File: config.mk
export PLATFORM = sky130hd
export DESIGN_NAME = psc_trigger_receiver
export DESIGN_NICKNAME = d
export VERILOG_FILES = /design/src/rtl/psc_trigger_pkg.sv /design/src/rtl/psc_trigger_rx_bit.sv /design/src/rtl/psc_trigger_receiver.sv
export SDC_FILE = /design/constraint.sdc
export NUM_CORES = 1
export LEC_CHECK = 0
export ABC_CLOCK_PERIOD_IN_PS = 2300
export BUFFER_PORTS_ARGS = -buffer_cell sky130_fd_sc_hd__buf_2
export CAP_MARGIN = 20
export CORE_MARGIN = 2
export CORE_UTILIZATION = 60
export CTS_CLUSTER_SIZE = 24
export DETAILED_ROUTE_END_ITERATION = 8
export GPL_ROUTABILITY_DRIVEN = 0
export HOLD_SLACK_MARGIN = 0.12
export PLACE_DENSITY = 0.79
export SLEW_MARGIN = 15
export SYNTH_ARGS = -nofsm -noshare
export SYNTH_HDL_FRONTEND = slang
export SYNTH_SLANG_ARGS = --single-unit
File: constraint.sdc
create_clock -name clk -period 2.3 [get_ports clk]
set_input_delay 0.115 -clock clk [delete_from_list [all_inputs] [get_ports clk]]
set_output_delay 0.115 -clock clk [all_outputs]
set_load 0.005 [all_outputs]
File: src/rtl/psc_trigger_pkg.sv
// psc_trigger_pkg
// Shared definitions for the PSC trigger link. The transmitter ROM and this
// receiver both use them.
//   SYNC_BYTE     : first byte of every frame.
//   CRC8_POLY     : CRC-8 polynomial x^8+x^2+x+1. Init 0x00, no reflection,
//                   no final XOR.
//   bit_state_t   : states of the serial bit recovery FSM.
//   frame_state_t : states of the frame assembly FSM.
//   crc8_update() : folds one byte into a running CRC-8, MSB first.
package psc_trigger_pkg;

  localparam logic [7:0] SYNC_BYTE = 8'h7E;
  localparam logic [7:0] CRC8_POLY = 8'h07;

  typedef enum logic [2:0] {
    BIT_IDLE,
    BIT_START,
    BIT_DATA,
    BIT_STOP,
    BIT_WAIT_HIGH
  } bit_state_t;

  typedef enum logic [1:0] {
    FR_HUNT,
    FR_GET_CMD,
    FR_GET_ARG,
    FR_GET_CRC
  } frame_state_t;

  function automatic logic [7:0] crc8_update(input logic [7:0] crc,
                                             input logic [7:0] data);
    logic [7:0] c;
    c = crc ^ data;
    for (int i = 0; i < 8; i++) begin
      c = c[7] ? ({c[6:0], 1'b0} ^ CRC8_POLY) : {c[6:0], 1'b0};
    end
    return c;
  endfunction

endpackage

File: src/rtl/psc_trigger_rx_bit.sv
// psc_trigger_rx_bit
// Synchronizes the asynchronous serial line and recovers 10-bit words.
// Each word is a start bit (0), 8 data bits sent MSB first, and a stop bit (1).
// Bit values are taken near the middle of each bit period by counting clk
// cycles from the falling edge of the start bit.
//   clk           : system clock
//   reset         : synchronous, active-low
//   rx_serial     : raw serial input; idles high
//   data_byte     : last received byte. Valid while byte_strobe is high.
//   byte_strobe   : one-cycle pulse when a word ends with a good stop bit
//   framing_error : one-cycle pulse when the stop bit is sampled low
//   line_idle     : high while the bit FSM waits for a start bit
// OVERSAMPLE is the number of clk cycles per bit and must be >= 3.
module psc_trigger_rx_bit
  import psc_trigger_pkg::*;
#(
  parameter int unsigned OVERSAMPLE = 5
) (
  input  logic       clk,
  input  logic       reset,
  input  logic       rx_serial,
  output logic [7:0] data_byte,
  output logic       byte_strobe,
  output logic       framing_error,
  output logic       line_idle
);

  localparam int unsigned HALF  = OVERSAMPLE / 2;
  localparam int unsigned CNT_W = $clog2(OVERSAMPLE);

  logic [1:0]       sync_reg;
  logic             rx_prev_reg;
  logic [1:0]       prime_reg;
  logic             seen_high_reg;
  bit_state_t       state_reg;
  logic [CNT_W-1:0] cnt_reg;
  logic [2:0]       bit_idx_reg;
  logic [7:0]       shift_reg;
  logic             byte_strobe_reg;
  logic             framing_error_reg;

  logic rx_s;
  logic fall_edge;

  assign rx_s = sync_reg[1];

  // The synchronizer flops load 1 during reset. A line that is already low
  // when reset is released would therefore look like a falling edge. To
  // prevent this, edges are accepted only after a real synchronized sample
  // has read high. prime_reg[1] marks that sync_reg[1] now holds a real
  // sample and not a reset value.
  assign fall_edge = seen_high_reg & rx_prev_reg & ~rx_s;

  always_ff @(posedge clk) begin
    if (!reset) begin
      sync_reg      <= 2'b11;
      rx_prev_reg   <= 1'b1;
      prime_reg     <= 2'b00;
      seen_high_reg <= 1'b0;
    end else begin
      sync_reg      <= {sync_reg[0], rx_serial};
      rx_prev_reg   <= rx_s;
      prime_reg     <= {prime_reg[0], 1'b1};
      seen_high_reg <= seen_high_reg | (prime_reg[1] & rx_s);
    end
  end

  always_ff @(posedge clk) begin
    if (!reset) begin
      state_reg         <= BIT_IDLE;
      cnt_reg           <= '0;
      bit_idx_reg       <= 3'd0;
      shift_reg         <= 8'h00;
      byte_strobe_reg   <= 1'b0;
      framing_error_reg <= 1'b0;
    end else begin
      byte_strobe_reg   <= 1'b0;
      framing_error_reg <= 1'b0;
      case (state_reg)
        BIT_IDLE: begin
          if (fall_edge) begin
            state_reg <= BIT_START;
            cnt_reg   <= '0;
          end
        end
        BIT_START: begin
          // Half a bit period after the edge is the middle of the start bit.
          if (cnt_reg == CNT_W'(HALF - 1)) begin
            cnt_reg <= '0;
            if (rx_s) begin
              state_reg <= BIT_IDLE;
            end else begin
              state_reg   <= BIT_DATA;
              bit_idx_reg <= 3'd0;
            end
          end else begin
            cnt_reg <= cnt_reg + 1'b1;
          end
        end
        BIT_DATA: begin
          if (cnt_reg == CNT_W'(OVERSAMPLE - 1)) begin
            cnt_reg   <= '0;
            shift_reg <= {shift_reg[6:0], rx_s};
            if (bit_idx_reg == 3'd7) begin
              state_reg <= BIT_STOP;
            end else begin
              bit_idx_reg <= bit_idx_reg + 3'd1;
            end
          end else begin
            cnt_reg <= cnt_reg + 1'b1;
          end
        end
        BIT_STOP: begin
          if (cnt_reg == CNT_W'(OVERSAMPLE - 1)) begin
            cnt_reg <= '0;
            if (rx_s) begin
              byte_strobe_reg <= 1'b1;
              state_reg       <= BIT_IDLE;
            end else begin
              framing_error_reg <= 1'b1;
              state_reg         <= BIT_WAIT_HIGH;
            end
          end else begin
            cnt_reg <= cnt_reg + 1'b1;
          end
        end
        BIT_WAIT_HIGH: begin
          // The line must return high before a new start bit can be trusted.
          if (rx_s) begin
            state_reg <= BIT_IDLE;
          end
        end
        default: state_reg <= BIT_IDLE;
      endcase
    end
  end

  assign data_byte     = shift_reg;
  assign byte_strobe   = byte_strobe_reg;
  assign framing_error = framing_error_reg;
  assign line_idle     = (state_reg == BIT_IDLE);

endmodule

File: src/rtl/psc_trigger_receiver.sv
// psc_trigger_receiver
// Receiver for the PSC trigger link on the power-supply-controller side.
// Recovers bytes from the serial line and assembles SYNC/CMD/ARG/CRC frames.
// It checks the CRC-8 over CMD and ARG, then reports the result as
// one-cycle pulses.
//   clk           : system clock (50 MHz)
//   reset         : synchronous, active-low
//   rx_serial     : serial line from the transmitter; asynchronous, idles high
//   cmd, arg      : command/argument of the last good frame
//   frame_valid   : one-cycle pulse for a good frame
//   trigger_out   : one-cycle pulse for a good frame with cmd == TRIG_CMD
//   crc_error     : one-cycle pulse for a CRC mismatch
//   framing_error : one-cycle pulse when a stop bit is sampled low
// Optional build macro PSC_TRIGGER_RX_STATS_EN adds two counters:
//   good_count, err_count : saturating 16-bit counters of good frames and of
//                           crc/framing errors
module psc_trigger_receiver
  import psc_trigger_pkg::*;
#(
  parameter int unsigned OVERSAMPLE  = 5,
  parameter logic [7:0]  TRIG_CMD    = 8'h01,
  parameter int unsigned GAP_TIMEOUT = 64
) (
  input  logic       clk,
  input  logic       reset,
  input  logic       rx_serial,
  output logic [7:0] cmd,
  output logic [7:0] arg,
  output logic       frame_valid,
  output logic       trigger_out,
  output logic       crc_error,
  output logic       framing_error
`ifdef PSC_TRIGGER_RX_STATS_EN
  , output logic [15:0] good_count
  , output logic [15:0] err_count
`endif
);

  localparam int unsigned GAP_W = $clog2(GAP_TIMEOUT + 1);

  logic [7:0] rx_byte;
  logic       rx_strobe;
  logic       rx_ferr;
  logic       line_idle;

  psc_trigger_rx_bit #(
    .OVERSAMPLE(OVERSAMPLE)
  ) u_rx_bit (
    .clk          (clk),
    .reset        (reset),
    .rx_serial    (rx_serial),
    .data_byte    (rx_byte),
    .byte_strobe  (rx_strobe),
    .framing_error(rx_ferr),
    .line_idle    (line_idle)
  );

  frame_state_t     state_reg;
  logic [7:0]       crc_reg;
  logic [7:0]       cmd_shadow_reg;
  logic [7:0]       arg_shadow_reg;
  logic [7:0]       cmd_reg;
  logic [7:0]       arg_reg;
  logic             frame_valid_reg;
  logic             trigger_reg;
  logic             crc_error_reg;
  logic             framing_error_reg;
  logic [GAP_W-1:0] gap_reg;

  always_ff @(posedge clk) begin
    if (!reset) begin
      state_reg         <= FR_HUNT;
      crc_reg           <= 8'h00;
      cmd_shadow_reg    <= 8'h00;
      arg_shadow_reg    <= 8'h00;
      cmd_reg           <= 8'h00;
      arg_reg           <= 8'h00;
      frame_valid_reg   <= 1'b0;
      trigger_reg       <= 1'b0;
      crc_error_reg     <= 1'b0;
      framing_error_reg <= 1'b0;
      gap_reg           <= '0;
    end else begin
      frame_valid_reg   <= 1'b0;
      trigger_reg       <= 1'b0;
      crc_error_reg     <= 1'b0;
      framing_error_reg <= 1'b0;

      // Count idle cycles between the words of a frame. A start bit moves the
      // bit FSM out of idle, which clears the count.
      if (state_reg == FR_HUNT || !line_idle) begin
        gap_reg <= '0;
      end else begin
        gap_reg <= gap_reg + 1'b1;
      end

      if (rx_ferr) begin
        framing_error_reg <= 1'b1;
        state_reg         <= FR_HUNT;
      end else if (rx_strobe) begin
        case (state_reg)
          FR_HUNT: begin
            if (rx_byte == SYNC_BYTE) begin
              crc_reg   <= 8'h00;
              state_reg <= FR_GET_CMD;
            end
          end
          // Inside a frame, 0x7E is ordinary payload and does not resync.
          FR_GET_CMD: begin
            cmd_shadow_reg <= rx_byte;
            crc_reg        <= crc8_update(crc_reg, rx_byte);
            state_reg      <= FR_GET_ARG;
          end
          FR_GET_ARG: begin
            arg_shadow_reg <= rx_byte;
            crc_reg        <= crc8_update(crc_reg, rx_byte);
            state_reg      <= FR_GET_CRC;
          end
          FR_GET_CRC: begin
            if (rx_byte == crc_reg) begin
              cmd_reg         <= cmd_shadow_reg;
              arg_reg         <= arg_shadow_reg;
              frame_valid_reg <= 1'b1;
              trigger_reg     <= (cmd_shadow_reg == TRIG_CMD);
            end else begin
              crc_error_reg <= 1'b1;
            end
            state_reg <= FR_HUNT;
          end
          default: state_reg <= FR_HUNT;
        endcase
      end else if (state_reg != FR_HUNT && line_idle &&
                   gap_reg == GAP_W'(GAP_TIMEOUT - 1)) begin
        // The transmitter stopped mid-frame. Drop the frame without reporting.
        state_reg <= FR_HUNT;
      end
    end
  end

  assign cmd           = cmd_reg;
  assign arg           = arg_reg;
  assign frame_valid   = frame_valid_reg;
  assign trigger_out   = trigger_reg;
  assign crc_error     = crc_error_reg;
  assign framing_error = framing_error_reg;

`ifdef PSC_TRIGGER_RX_STATS_EN
  logic [15:0] good_count_reg;
  logic [15:0] err_count_reg;

  always_ff @(posedge clk) begin
    if (!reset) begin
      good_count_reg <= 16'h0000;
      err_count_reg  <= 16'h0000;
    end else begin
      if (frame_valid_reg && good_count_reg != 16'hFFFF) begin
        good_count_reg <= good_count_reg + 16'd1;
      end
      if ((crc_error_reg || framing_error_reg) && err_count_reg != 16'hFFFF) begin
        err_count_reg <= err_count_reg + 16'd1;
      end
    end
  end

  assign good_count = good_count_reg;
  assign err_count  = err_count_reg;
`else
  // Statistics counters are not built in this configuration.
`endif

endmodule

Yosys cells after proc, flatten, opt, wreduce, memory -nomap -nowiden --
Index checks and enable logic that the tools add are counted.
Operators by class: add/sub/neg operators 3, $mul 0, divide/modulo/power cells 0, magnitude comparators 0, eq/ne operators 24, shift-type cells 0, mux-type cells 38, bitwise logic cells 19, reduce and logical (&&, ||, !) cells 27
Operators with widths (count):
- 3-bit two-way mux | 22
- 3-bit NOT | 8
- 8-bit case mux with 2 select lines | 1
- 3-bit case mux with 5 select lines | 1
- 2-bit by 1-bit inequality test with 1-bit output, second input constant | 7
- 3-bit equality test, second input constant | 3
- 3-bit case mux with 3 select lines | 1
- 3-bit AND reduction | 3
- 8-bit by 1-bit equality test with 1-bit output, second input constant | 1
- 8-bit by 7-bit equality test with 1-bit output, second input constant | 1
- 8-bit equality test | 1
- 2-bit two-way mux | 4
- 8-bit two-way mux | 1
- 2-bit case mux with 4 select lines | 1
- 4-bit AND reduction | 2
- 2-bit nonzero test | 4
- 2-bit OR reduction | 4
- 8-bit bitwise XOR | 1
- 7-bit by 1-bit adder with 7-bit output, second input constant | 1
- 7-bit by 6-bit equality test with 1-bit output, second input constant | 1
- 3-bit by 1-bit adder with 3-bit output, second input constant | 2
- 3-bit by 1-bit equality test with 1-bit output, second input constant | 2
- 3-bit by 2-bit equality test with 1-bit output, second input constant | 2
- 1-bit two-way mux | 6
- other kinds (19) | 31
Storage, ports and cells: flip-flop bits (word level) 78, bits in latches 0, bits in writable memories 0, memory bits (read-only) 0, bits of input ports 3, output and inout port bits 20, word-level logic and storage cells 133, memories kept 0

Longest topological paths before layout --
depth after elaboration 18, depth in mapped cells 9, gate-level depth less buffers 8

Cells and area by module --
A second synthesis with hierarchy kept.
Unflattened totals: cells, all modules 376, area total of the unflattened synthesis 3537.1 sq um
Modules (own cells, without submodules):
- psc_trigger_receiver | times used 1, cells each 258, area each 2441.1 sq um, seq. area each 1061.0 sq um
- psc_trigger_rx_bit | times used 1, cells each 118, area each 1096.1 sq um, seq. area each 500.5 sq um

Worst setup path after synthesis --
Ideal clock, no wire load.
path type register to register, from register u_rx_bit.shift_reg[2] (netlist: u_rx_bit.data_byte[2]), to register arg_reg[4] (netlist: arg[4]), library setup time 0.128 ns, data arrival time 1.900 ns, data required time 2.172 ns, path slack 0.273 ns, stages on the path, launching flop included 10, buffers on the path 2, clock period less this slack 2.027 ns, cells stage by stage dfxtp_1 buf_2 xnor2_1 ha_1 and3_2 nand3_2 nor3_4 buf_12 mux2i_1 nor2_1
On the way: longest elaborated chain between the ends 2
RTL lines:
- start: declaration | RTL line psc_trigger_rx_bit.sv:38 | logic [7:0] shift_reg;
- start signal: assignment | RTL line psc_trigger_rx_bit.sv:103 | shift_reg <= {shift_reg[6:0], rx_s};
- 8-bit equality test | RTL line psc_trigger_receiver.sv:120 | if (rx_byte == crc_reg) begin
- 4-bit AND reduction (no source line)
- end signal: assignment | RTL line psc_trigger_receiver.sv:122 | arg_reg <= arg_shadow_reg;
- end: declaration | RTL line psc_trigger_receiver.sv:63 | logic [7:0] arg_reg;
Every way passes these cells. A chain may end at the register's enable or synchronous reset.

Worst setup path in the final report --
from register u_rx_bit.shift_reg[7] (netlist: u_rx_bit.data_byte[7]), to register cmd_reg[0] (netlist: cmd[0])
On the way: longest elaborated chain between the ends 2
RTL lines:
- 8-bit equality test | RTL line psc_trigger_receiver.sv:120
- 4-bit AND reduction (no source line)
- end signal: assignment | RTL line psc_trigger_receiver.sv:121 | cmd_reg <= cmd_shadow_reg;
- end: declaration | RTL line psc_trigger_receiver.sv:62 | logic [7:0] cmd_reg;
Every way passes these cells.

==> metrics <==
Seq cells post-synth 78; setup violators final 0; WL/cell 13.49 um; crit start category flip-flop; Total Wirelength 6.312 mm; pre-CTS setup slack 0.2357 ns; initial cell density of the core 0.6230; # nets final 408; slew margin rel. 0.5854; CP endpoint kind flip-flop; Met3 Wirelength 277 um; residual DRC count 0; most frequent cells in the layout dfxtp_1 (78), nor2_1 (48), nand2_1 (33), nand3_1 (27), a21oi_1 (26); initial antenna violation count 0; Die Span X 79.62 um; Max Freq 487.2 MHz; CP required 2.52 ns; setup bufs post-CTS 0; Top FF cell, synth dfxtp_1; top post-synthesis cells by area dfxtp_1 (46%), mux2i_1 (7.0%), nor2_1 (5.3%), ha_1 (5.1%), nand3_1 (3.9%); GR Overflow Total 0; Post-Syn Area 0.003431 sq mm; syn nets 385; status complete, no violations; Gate Count Post-Synth 368; antenna cell count 0; DR iter-0 viols 180; Max FO, Critical Path 16; Setup Skew 0.009227 ns; largest net degree at the start of global routing 37; sequential cell area fraction in the yosys report 0.4551; number of port buffers 22; GRT Resource Usage Total 0.2210; Num CTS Buffers 9; RSZ-0062 raised after global routing no; Power Density 631.6 mW/mm^2; CP Cell Sequence xnor2_1 > ha_1 > and3_2 > nand3_2 > nor3_4 > buf_12 > mux2i_1 > nor2_1; Post-synth ARST share 0; Distinct cells, synth 53; Post-synth EDFFs 0; largest incremental delay on the critical path 0.39 ns; Syn. warnings 0; slew at the pin closest to its max-slew limit 0.6210 ns; Core Util, Final 0.6910; clock transition at the registers of the reported paths 0.08 ns; Root Buffer clkbuf_8; Top Layer Used met4; Leakage 1.460 nW; post-route ant nets 0; Period Utilization, post-route 0.8925; layout cells sized above 1 0.1439; CTS tree done; DP HPWL 4.339 mm; WS Path Type flip-flop to flip-flop; Resized cells post-CTS 0; Post-Route Setup TNS 0 ns; largest area contributor in the netlist dfxtp_1; most common cell after layout, fill and taps aside dfxtp_1; Slew Limit Fails 0; max-cap viol count 0; clk buf depth 2; Final Hold Viols 0; Die H 79.62 um; Top Ports 23; Skew-Pair Late Insertion Delay 0.35 ns; Routed met2 length 2.978 mm; via count 2588; synthesis-to-layout area growth 10.90%; share of the synthesized area in the top cell type 0.4551; core area 0.005507 sq mm; drt pass-1 iters 4; depth of the CTS H-tree 3; Peak supply drop 0.0005472 V; Total Die Area 0.006339 sq mm; Final WS setup 0.2473 ns; global-route wire length before repair 10.98 mm; Site Rows 27; wire length on met1 2.980 mm; slowest CP cell xnor2_1; Worst Hold Class flip-flop to flip-flop; Mapped Avg Cell Area 9.323 sq um; fin crit period 2.053 ns; Critical Path AT 2.27 ns; Via density 5.530; vias in the first global route 2428; # clock sinks 78
[critical path, delay by kind of cell, from the launching register on]
kind / cells / cell delay (ns)
XOR/XNOR: 1 / 0.39
adder cells (fa/ha/maj): 1 / 0.21
buffers and inverters: 1 / 0.19
flip-flops: 1 / 0.36
multiplexers: 1 / 0.20
AND/OR/NAND/NOR: 4 / 0.57
[routing by layer]
metal,GRT usage,vias up
met5,0,-
met4,0.07586,0
met3,0.06448,7
met2,0.3521,50
met1,0.2863,1220
li1,-,1311
[synthesized netlist by cell type, types with 3 or more instances]
master / n
mux2i_1: 24
dfxtp_1: 78
a22oi_1: 5
inv_1: 7
a2bb2oi_1: 3
nor4_1: 5
ha_1: 14
nand3_1: 27
nand2_1: 33
xnor2_2: 3
nand3b_1: 3
nand2b_1: 8
xnor2_1: 15
a21oi_1: 26
xor2_1: 6
buf_2: 6
nor2_1: 48
clkbuf_1: 8
nand4_1: 3
inv_2: 3
and3_1: 4
[power breakdown]
part	internal, mW	switching, mW	total, mW
combinational	0.0118	0.0267	0.0385
clock	0.504	0.503	1.01
sequential	1.35	0.00363	1.36
[cell families after synthesis]
group,synth area share
AND/OR/NAND/NOR,0.2163
adder cells (fa/ha/maj),0.05106
XOR/XNOR,0.07476
multiplexers,0.07330
buffers and inverters,0.04121
flip-flops,0.4551
AO/OA/AOI/OAI,0.08826
[worst paths after layout]
path	from	end	slack, ns	depth (start not counted)
setup / recovery	u_rx_bit.data_byte[7]	cmd[0]	0.25	8
hold / removal	u_rx_bit.sync_reg[0]	u_rx_bit.sync_reg[1]	0.41	1
setup reg to reg	u_rx_bit.data_byte[7]	cmd[0]	0.25	8
hold reg to reg	u_rx_bit.sync_reg[0]	u_rx_bit.sync_reg[1]	0.41	1
[through the flow]
step           area (sq um)  hold WS [ns]  total power, mW  cells
3_5_place_dp           3577        0.3013            1.425    449
2_1_floorplan          3431        0.1427            1.417    368
5_1_grt                3805        0.4417            2.487    468
4_1_cts                3805        0.4076            2.431    468
3_3_place_gp           3577        0.2935            1.424    449
6_report               3805        0.4052            2.403    468
[final cells by class]
cell class | count | area (sq um)
repair buffers | 30 | 190.2
inverters | 10 | 37.54
clock inverters | 7 | 73.82
well taps | 72 | 90.09
multi-input cells | 262 | 1728
flip-flops and latches | 78 | 1562
fillers | 427 | 1702
clock buffers | 9 | 123.9
[what timing repair did]
item,in CTS,in global routing
hold buffers,3,0
endpoints found under the setup margin,0,0
hold endpoints to repair,4,0
Power figures use the tool's default switching activity.
